--- config.mk ---
export PLATFORM = sky130hd
export DESIGN_NAME = micro_sequencer_flat
export DESIGN_NICKNAME = d
export VERILOG_FILES = /design/src/rtl/micro_sequencer_if.sv /design/src/rtl/micro_sequencer.sv /design/src/flat_wrapper.sv
export SDC_FILE = /design/constraint.sdc
export NUM_CORES = 1
export LEC_CHECK = 0
export BUFFER_PORTS_ARGS = -buffer_cell sky130_fd_sc_hd__buf_2
export CORE_MARGIN = 2
export CORE_UTILIZATION = 51
export DETAILED_ROUTE_END_ITERATION = 10
export MAX_ROUTING_LAYER = met4
export PLACE_DENSITY = 0.9
export SYNTH_ARGS = -nofsm -noshare
export SYNTH_HDL_FRONTEND = slang
export SYNTH_SLANG_ARGS = --single-unit
--- constraint.sdc ---
create_clock -name clk -period 3.31 [get_ports clk]
set_clock_uncertainty 0.15 [all_clocks]
set_input_delay 0.662 -clock clk [delete_from_list [all_inputs] [get_ports clk]]
set_output_delay 0.662 -clock clk [all_outputs]
set_load 0.01 [all_outputs]
--- src/rtl/micro_sequencer_if.sv ---
// Microcode ROM side bundle of the micro-program sequencer: ROM fields and
// control inputs in, micro-address and status out.
interface micro_sequencer_if #(
    parameter int UADDR_W  = 16,
    parameter int OPCODE_W = 8
);
    logic                start;
    logic                BT;
    logic [1:0]          condition;
    logic [6:0]          jump_addr;
    logic                z_flag;
    logic [OPCODE_W-1:0] ir_opcode;
    logic                mem_stall;
    logic [UADDR_W-1:0]  reg_out;
    logic                running;
    logic                halted;
    logic                illegal_op;

    modport master (
        output start, BT, condition, jump_addr, z_flag, ir_opcode, mem_stall,
        input  reg_out, running, halted, illegal_op
    );

    modport slave (
        input  start, BT, condition, jump_addr, z_flag, ir_opcode, mem_stall,
        output reg_out, running, halted, illegal_op
    );
endinterface

--- src/rtl/micro_sequencer.sv ---
// Micro-program sequencer: computes the next microcode ROM address each clock.
// Optional RUN/stall cycle counters are enabled with `define MICRO_SEQ_PERF_EN.
module micro_sequencer #(
    parameter int                  UADDR_W     = 16,
    parameter int                  UCODE_DEPTH = 75,
    parameter int                  OPCODE_W    = 8,
    parameter logic [OPCODE_W-1:0] HALT_OPCODE = 8'hFF
) (
    input  logic         clk,
    input  logic         rst_n,
    micro_sequencer_if.slave bus
`ifdef MICRO_SEQ_PERF_EN
    ,
    output logic [31:0]  ucycle_cnt,
    output logic [31:0]  stall_cnt
`endif
);
    localparam int EXT_W = UADDR_W + 1;
    localparam logic [EXT_W-1:0] DEPTH_X = EXT_W'(UCODE_DEPTH);

    typedef enum logic [1:0] {IDLE = 2'd0, RUN = 2'd1, HALT = 2'd2} state_t;

    state_t               state_q, state_d;
    logic [UADDR_W-1:0]   addr_q, addr_d;
    logic                 illegal_q, illegal_d;
    logic                 running_q, halted_q;
    logic [EXT_W-1:0]     tgt;

    always_ff @(posedge clk or negedge rst_n) begin
        if (!rst_n) begin
            state_q   <= IDLE;
            addr_q    <= '0;
            illegal_q <= 1'b0;
            running_q <= 1'b0;
            halted_q  <= 1'b0;
        end else begin
            state_q   <= state_d;
            addr_q    <= addr_d;
            illegal_q <= illegal_d;
            running_q <= (state_d == RUN);
            halted_q  <= (state_d == HALT);
        end
    end

    // One extra bit on the target so reg_out+1 past the last entry is caught.
    always_comb begin
        state_d   = state_q;
        addr_d    = addr_q;
        illegal_d = 1'b0;
        tgt       = '0;
        case (state_q)
            IDLE, HALT: begin
                addr_d = '0;
                if (bus.start) state_d = RUN;
            end
            RUN: begin
                if (!bus.mem_stall) begin
                    if (bus.BT && (bus.ir_opcode == HALT_OPCODE)) begin
                        state_d = HALT;
                        addr_d  = '0;
                    end else begin
                        if (bus.BT) begin
                            tgt = EXT_W'(bus.ir_opcode);
                        end else begin
                            case (bus.condition)
                                2'b01:   tgt = bus.z_flag  ? EXT_W'(bus.jump_addr)
                                                           : {1'b0, addr_q} + EXT_W'(1);
                                2'b10:   tgt = !bus.z_flag ? EXT_W'(bus.jump_addr)
                                                           : {1'b0, addr_q} + EXT_W'(1);
                                default: tgt = EXT_W'(bus.jump_addr);
                            endcase
                        end
                        if (tgt >= DEPTH_X) begin
                            addr_d    = '0;
                            illegal_d = 1'b1;
                        end else begin
                            addr_d = tgt[UADDR_W-1:0];
                        end
                    end
                end
            end
            default: begin
                state_d = IDLE;
                addr_d  = '0;
            end
        endcase
    end

    always_comb begin
        bus.reg_out    = addr_q;
        bus.running    = running_q;
        bus.halted     = halted_q;
        bus.illegal_op = illegal_q;
    end

`ifdef MICRO_SEQ_PERF_EN
    function automatic logic [31:0] sat_inc(input logic [31:0] v);
        return (v == 32'hFFFF_FFFF) ? v : v + 32'd1;
    endfunction

    logic [31:0] ucycle_q, stall_q;
    logic        start_taken;

    assign start_taken = bus.start && ((state_q == IDLE) || (state_q == HALT));

    always_ff @(posedge clk or negedge rst_n) begin
        if (!rst_n) begin
            ucycle_q <= '0;
            stall_q  <= '0;
        end else if (start_taken) begin
            ucycle_q <= '0;
            stall_q  <= '0;
        end else if (state_q == RUN) begin
            if (bus.mem_stall) stall_q  <= sat_inc(stall_q);
            else               ucycle_q <= sat_inc(ucycle_q);
        end
    end

    assign ucycle_cnt = ucycle_q;
    assign stall_cnt  = stall_q;
`endif
endmodule
--- src/flat_wrapper.sv ---
// flat-port wrapper written by rule: the top's interface ports become plain ports
module micro_sequencer_flat 
#(
    parameter int                  UADDR_W     = 16,
    parameter int                  UCODE_DEPTH = 75,
    parameter int                  OPCODE_W    = 8,
    parameter logic [OPCODE_W-1:0] HALT_OPCODE = 8'hFF
)
  (clk, rst_n, bus_start, bus_BT, bus_condition, bus_jump_addr, bus_z_flag, bus_ir_opcode, bus_mem_stall, bus_reg_out, bus_running, bus_halted, bus_illegal_op);
  micro_sequencer_if #(.UADDR_W(UADDR_W), .OPCODE_W(OPCODE_W)) bus_i ();
  input  logic clk;
  input  logic rst_n;
  input wire logic [$bits(bus_i.start)-1:0] bus_start;
  input wire logic [$bits(bus_i.BT)-1:0] bus_BT;
  input wire logic [$bits(bus_i.condition)-1:0] bus_condition;
  input wire logic [$bits(bus_i.jump_addr)-1:0] bus_jump_addr;
  input wire logic [$bits(bus_i.z_flag)-1:0] bus_z_flag;
  input wire logic [$bits(bus_i.ir_opcode)-1:0] bus_ir_opcode;
  input wire logic [$bits(bus_i.mem_stall)-1:0] bus_mem_stall;
  output wire logic [$bits(bus_i.reg_out)-1:0] bus_reg_out;
  output wire logic [$bits(bus_i.running)-1:0] bus_running;
  output wire logic [$bits(bus_i.halted)-1:0] bus_halted;
  output wire logic [$bits(bus_i.illegal_op)-1:0] bus_illegal_op;
  assign bus_i.start = bus_start;
  assign bus_i.BT = bus_BT;
  assign bus_i.condition = bus_condition;
  assign bus_i.jump_addr = bus_jump_addr;
  assign bus_i.z_flag = bus_z_flag;
  assign bus_i.ir_opcode = bus_ir_opcode;
  assign bus_i.mem_stall = bus_mem_stall;
  assign bus_reg_out = bus_i.reg_out;
  assign bus_running = bus_i.running;
  assign bus_halted = bus_i.halted;
  assign bus_illegal_op = bus_i.illegal_op;
  micro_sequencer #(.UADDR_W(UADDR_W), .UCODE_DEPTH(UCODE_DEPTH), .OPCODE_W(OPCODE_W), .HALT_OPCODE(HALT_OPCODE)) u_core (.clk(clk), .rst_n(rst_n), .bus(bus_i));
endmodule
==> results of run 1 <==
flip-flops by register name (all words and copies together) (netlist names):
signal                 cells
u_core.bus.reg_out        16
u_core.bus.illegal_op      1
u_core.state_q             2
u_core.bus.running         1
u_core.bus.halted          1
cell usage after synthesis (3+ instances only):
cell type	n	area [µm²]
xnor2_1	5	43.79
o21a_1	3	22.52
and2_1	8	50.05
nand4_1	4	25.02
inv_1	6	22.52
nand2_1	21	78.83
ha_1	3	37.54
nand3_1	4	20.02
a21oi_1	3	15.01
nor2_1	6	22.52
o31ai_2	4	50.05
dfrtp_1	21	525.5
o21ai_0	7	35.03
nor3_1	5	25.02
o41ai_2	4	65.06
o41ai_1	3	26.28
o22ai_1	3	18.77
clkbuf_1	4	15.01
final timing paths:
kind,slack (ps),end,from
worst max-delay path,310,u_core.bus.illegal_op,u_core.bus.reg_out[0]
worst min-delay path,130,u_core.bus.reg_out[14],rst_n
worst max register to register,310,u_core.bus.illegal_op,u_core.bus.reg_out[0]
worst min register to register,380,u_core.bus.running,u_core.state_q[0]
max in group asynchronous,2560,u_core.bus.reg_out[5],rst_n
min in group clk,380,u_core.bus.running,u_core.state_q[0]
metal layers:
metal / share of wire, % / routed length, µm / track usage, %
met2: 45 / 1404 / 30.87
met5: 0 / 0 / -
met3: 6.1 / 192 / 3.226
met1: 47 / 1481 / 28.19
met4: 2.0 / 62 / 8.970
worst reg2reg max path, cell delays in order (launching register included):
cell     delay, ps
dfrtp_1        470
ha_1           240
nand3_2        190
or4_4          570
o31ai_2        180
a21oi_1         80
or4b_1         740
o21ba_2        280
area by class of cell:
class                           instances  area share (%)
Clock inverter                          1          0.3001
Inverter                                6           1.350
Timing Repair Buffer                   41           12.30
Sequential cell                        21           31.51
Clock buffer                            3           1.350
Multi-Input combinational cell        120           50.86
Tap cell                               31           2.326
report_power, final:
| group | switching [mW] | leakage, nW | internal, mW |
|---|---|---|---|
| registers | 0.0189 | 0.278 | 0.269 |
| logic | 0.0723 | 0.472 | 0.0565 |
| clock network | 0.0797 | 0.0177 | 0.0453 |
| total | 0.171 | 0.768 | 0.371 |
stage by stage:
stage | cells | util, % | setup WS, ps | hold WS (ps) | power, mW
floorplan | 153 | - | 593.7 | 216.4 | 0.3755
global placement | 219 | 60.53 | 352.2 | 359.6 | 0.4186
detailed placement | 219 | 60.53 | 336.5 | 366.7 | 0.4217
CTS | 223 | 61.54 | 325.7 | 135.9 | 0.5473
global route | 223 | 61.54 | 150.5 | 151.2 | 0.5756
finish | 223 | 61.54 | 310.4 | 133.8 | 0.5416
logic make-up (layout without fill, tap and decap cells):
family	Yosys count	after routing	share of synthesized area (%)
and+or+nand+nor	64	64	24.30
AOI/OAI and AO/OA	43	43	25.97
DFF	21	21	36.84
muxes	3	3	2.281
buffers and inverters	12	51	3.683
xor gates and xnor gates	7	7	4.298
adders and majority gates	3	3	2.632
==> flow_metrics.py, run 1 <==
metrics = {
    "run_status": {
        "status": "finished, final reports clean",
    },
    "clock_network": {
        "ctsHoldBuffers": 0,
        "h-tree-depth": 1,
        "cts_tree": "done",
        "ctsResizeCount": 0,
        "clkSinkCount": 21,
        "root_buffer": "clkbuf_4",
        "cts_setup_buffers": 0,
        "cts_made_buffers": 3,
        "clkTransAtPathRegs_ps": 120,
        "clock_path_buffers": 2,
        "clk_latency_ps": 310,
    },
    "setup_path": {
        "crit_chain": "ha_1, nand3_2, or4_4, o31ai_2, a21oi_1, or4b_1, o21ba_2",
        "worstPathMaxFanout": 8,
        "start_kind": "register",
        "critical_path_class": "reg2reg",
        "cp_slowest_cell": "or4b_1",
        "worstRegToRegCells": 7,
        "path_buf_inv": 0,
        "cp.arrival_ps": 3060,
        "critical-path-max-stage-delay_ps": 740,
        "required_ps": 3370,
        "cp_num_cells": 7,
        "critPathTopFamily": "simple AND/OR/NAND/NOR gates",
        "cp-end-kind": "register",
    },
    "synth": {
        "syn_inst": 153,
        "syn_area_um2": 1426,
        "synth_edf_count": 0,
        "synth.distinct_cells": 46,
        "yosysWarningCount": 0,
        "syn_nets": 179,
        "synthArstFlopShare_pct": 100.0,
        "syn_avg_cell_area_um2": 9.323,
        "synth-main-ff-cell": "dfrtp_1",
        "ys_seq_area_share_pct": 36.84,
        "synth_seq_cells": 21,
    },
    "drt": {
        "routedWlPerCell_um": 14.09,
        "vias": 1307,
        "drc": 0,
        "wirelength_um": 3141,
        "drt_iter0_drc": 52,
        "dr.pass1.iters": 4,
        "drt-vias-per-instance": 5.861,
        "ant_nets": 0,
    },
    "layout": {
        "antenna_cells": 0,
        "multi_input_area_um2": 848.3,
        "register_area_um2": 525.5,
        "mostFrequentLayoutCells": "buf_2 (41), nand2_1 (21), dfrtp_1 (21)",
        "fillers": 219,
        "drive_gt1_share_pct": 33.85,
        "final_common_cell": "buf_2",
        "fin_area_um2": 1668,
        "nets": 219,
        "area_delta_synth_final_pct": 16.93,
    },
    "timing": {
        "fmax_ghz": 0.3334,
        "rsz0062_at_grt": "false",
        "fin_crit_ps": 3000,
        "finalSetupTns_ps": 0,
        "fin_crit_sh_pct": 90.62,
        "maxSlewViolCount": 0,
        "worstMarginPinSlew_ps": 769.3,
        "hold_viol": 0,
        "finalSetupViolations": 0,
        "max_slew_margin_pct": 48.53,
    },
    "power_and_ir_drop": {
        "p_per_area_nw_per_um2": 324.7,
        "vdd_drop_max_mv": 0.2276,
        "leakage_nw": 0.7677,
    },
    "die": {
        "fp.dieH_um": 56.89,
        "die_w_um": 56.89,
        "io_pins": 42,
        "rows": 19,
        "core_area_um2": 2710,
        "initial_core_util_pct": 52.63,
        "die_area_um2": 3236,
    },
    "placed_design": {
        "io_buffers": 41,
        "gp_congestion": 0.8163,
        "post_dp_cell_area_um2": 1640,
        "hpwlAfterDp_um": 2438,
    },
    "min_path": {
        "hold_path_class": "in2async",
    },
    "run": {
        "maxCapViolations": 0,
    },
    "grt": {
        "grt_pass1_vias": 1148,
        "antenna_found_initial": 0,
        "grt_overflow": 0,
        "grt_pass1_wl_um": 5126,
        "grt_max_degree": 22,
        "gr-usage-all-layers_pct": 20.79,
    },
}
Note: power is estimated with default switching activity, not from simulation.
==> run 2, diff against run 1 <==
--- a/config.mk
+++ b/config.mk
@@ -5,7 +5,8 @@
 export SDC_FILE = /design/constraint.sdc
 export NUM_CORES = 1
 export LEC_CHECK = 0
-export BUFFER_PORTS_ARGS = -buffer_cell sky130_fd_sc_hd__buf_2
+export BUFFER_PORTS_ARGS = -buffer_cell sky130_fd_sc_hd__buf_4
+export CAP_MARGIN = 20
 export CORE_MARGIN = 2
 export CORE_UTILIZATION = 51
 export DETAILED_ROUTE_END_ITERATION = 10
==> flow_metrics.py, run 2 (synthesized netlist as in run 1, its figures left out) <==
metrics = {
    "grt": {
        "grt_pass1_vias": 1323,
        "gr-usage-all-layers_pct": 23.45,
        "grt_overflow": 0,
        "grt_pass1_wl_um": 5934,
        "grt_max_degree": 22,
        "antenna_found_initial": 0,
    },
    "clock_network": {
        "ctsResizeCount": 0,
        "h-tree-depth": 1,
        "cts_setup_buffers": 0,
        "clkTransAtPathRegs_ps": 110,
        "clk_latency_ps": 300,
        "root_buffer": "clkbuf_4",
        "cts_tree": "done",
        "ctsHoldBuffers": 0,
        "clock_path_buffers": 2,
        "cts_made_buffers": 3,
        "clkSinkCount": 21,
    },
    "drt": {
        "dr.pass1.iters": 4,
        "wl_met2_um": 1759,
        "wirelength_um": 3570,
        "ant_nets": 0,
        "drt-met1-wl_um": 1508,
        "drt-vias-per-instance": 6.184,
        "drc": 0,
        "top_layer": "met4",
        "drt_iter0_drc": 48,
        "met3_length_um": 220,
        "vias": 1379,
        "routedWlPerCell_um": 16.01,
    },
    "placed_design": {
        "io_buffers": 41,
        "place_ws_ps": 241.6,
        "hpwlAfterDp_um": 2851,
        "gp_congestion": 0.9565,
    },
    "setup_path": {
        "required_ps": 3360,
        "cp-end-kind": "register",
        "worstPathMaxFanout": 8,
        "critical_path_class": "reg2reg",
        "critPathTopFamily": "simple AND/OR/NAND/NOR gates",
        "worstRegToRegCells": 7,
        "critical-path-max-stage-delay_ps": 740,
        "cp_num_cells": 7,
        "crit_chain": "ha_1, nand3_2, or4_4, o31ai_2, a21oi_1, or4b_1, o41ai_2",
        "cp.arrival_ps": 3160,
        "cp_slowest_cell": "or4b_1",
        "start_kind": "register",
        "path_buf_inv": 0,
    },
    "die": {
        "die_area_um2": 3236,
        "fp.dieH_um": 56.89,
        "initial_core_util_pct": 52.63,
        "io_pins": 42,
        "core_area_um2": 2710,
        "die_w_um": 56.89,
        "rows": 19,
    },
    "timing": {
        "finalSetupTns_ps": 0,
        "max_slew_margin_pct": 45.22,
        "worstMarginPinSlew_ps": 818.7,
        "fin_crit_ps": 3110,
        "hold_viol": 0,
        "rsz0062_at_grt": "false",
        "maxSlewViolCount": 0,
        "finalSetupViolations": 0,
        "fmax_ghz": 0.3215,
        "fin_crit_sh_pct": 93.96,
        "layout_setup_ws_ps": 199.9,
    },
    "layout": {
        "fillers": 227,
        "largest_reg_flops": 16,
        "mostFrequentLayoutCells": "buf_4 (41), nand2_1 (21), dfrtp_1 (21)",
        "area_delta_synth_final_pct": 24.12,
        "antenna_cells": 0,
        "nets": 219,
        "final_common_cell": "buf_4",
        "drive_gt1_share_pct": 33.85,
    },
    "power_and_ir_drop": {
        "p_per_area_nw_per_um2": 313.4,
        "leakage_nw": 0.7888,
        "vdd_drop_max_mv": 0.2940,
    },
    "run": {
        "maxCapViolations": 0,
    },
    "min_path": {
        "hold_path_class": "in2async",
    },
    "run_status": {
        "status": "finished, final reports clean",
    },
}
-- run 2: changes by cell type in the layout (fill, tap and decap cells not counted) --
cell,before,now
buf_2,41,0
buf_4,0,41
-- run 2: power breakdown --
group          switching (mW)  total (mW)  leakage [nW]  internal, mW
clock network          0.0754       0.120        0.0177        0.0450
logic                  0.0757       0.146         0.493        0.0699
registers              0.0200       0.289         0.278         0.269
-- run 2: cell type report --
cell class                 count  area [µm²]  share of cell area (%)
multi-input combinational    120       848.3                   47.92
sequential                    21       525.5                   29.68
timing repair buffer          41       307.8                   17.39
tap                           31       38.79                   2.191
clock buffer                   3       22.52                   1.272
inverter                       6       22.52                   1.272
clock inverter                 1       5.005                  0.2827
-- run 2: metal layers --
metal,up-vias,GRT usage (%)
met5,-,-
met4,0,7.309
met3,10,4.147
met2,56,38.26
met1,662,29.69
li1,651,-
-- run 2: through the flow --
| step | utilization (%) | hold WS, ps | area, µm² | total power [mW] | instances |
|---|---|---|---|---|---|
| detailed placement | 64.31 | 390.3 | 1743 | 0.4381 | 219 |
| global route | 65.33 | 61.48 | 1770 | 0.5858 | 223 |
| global placement | 64.31 | 359.8 | 1743 | 0.4309 | 219 |
| finish | 65.33 | 68.77 | 1770 | 0.5548 | 223 |
| floorplan | - | 216.4 | 1426 | 0.3755 | 153 |
| CTS | 65.33 | 70.49 | 1770 | 0.5565 | 223 |
-- run 2: path summary, 6_finish.rpt --
path	startpoint	end	slack, ps
worst min register to register	u_core.state_q[0]	u_core.state_q[0]	400
min in group clk	u_core.state_q[0]	u_core.state_q[0]	400
worst min-delay path	rst_n	u_core.bus.reg_out[1]	70
max in group asynchronous	rst_n	u_core.bus.halted	2730
worst max-delay path	u_core.bus.reg_out[0]	u_core.bus.reg_out[1]	200
worst max register to register	u_core.bus.reg_out[0]	u_core.bus.reg_out[1]	200
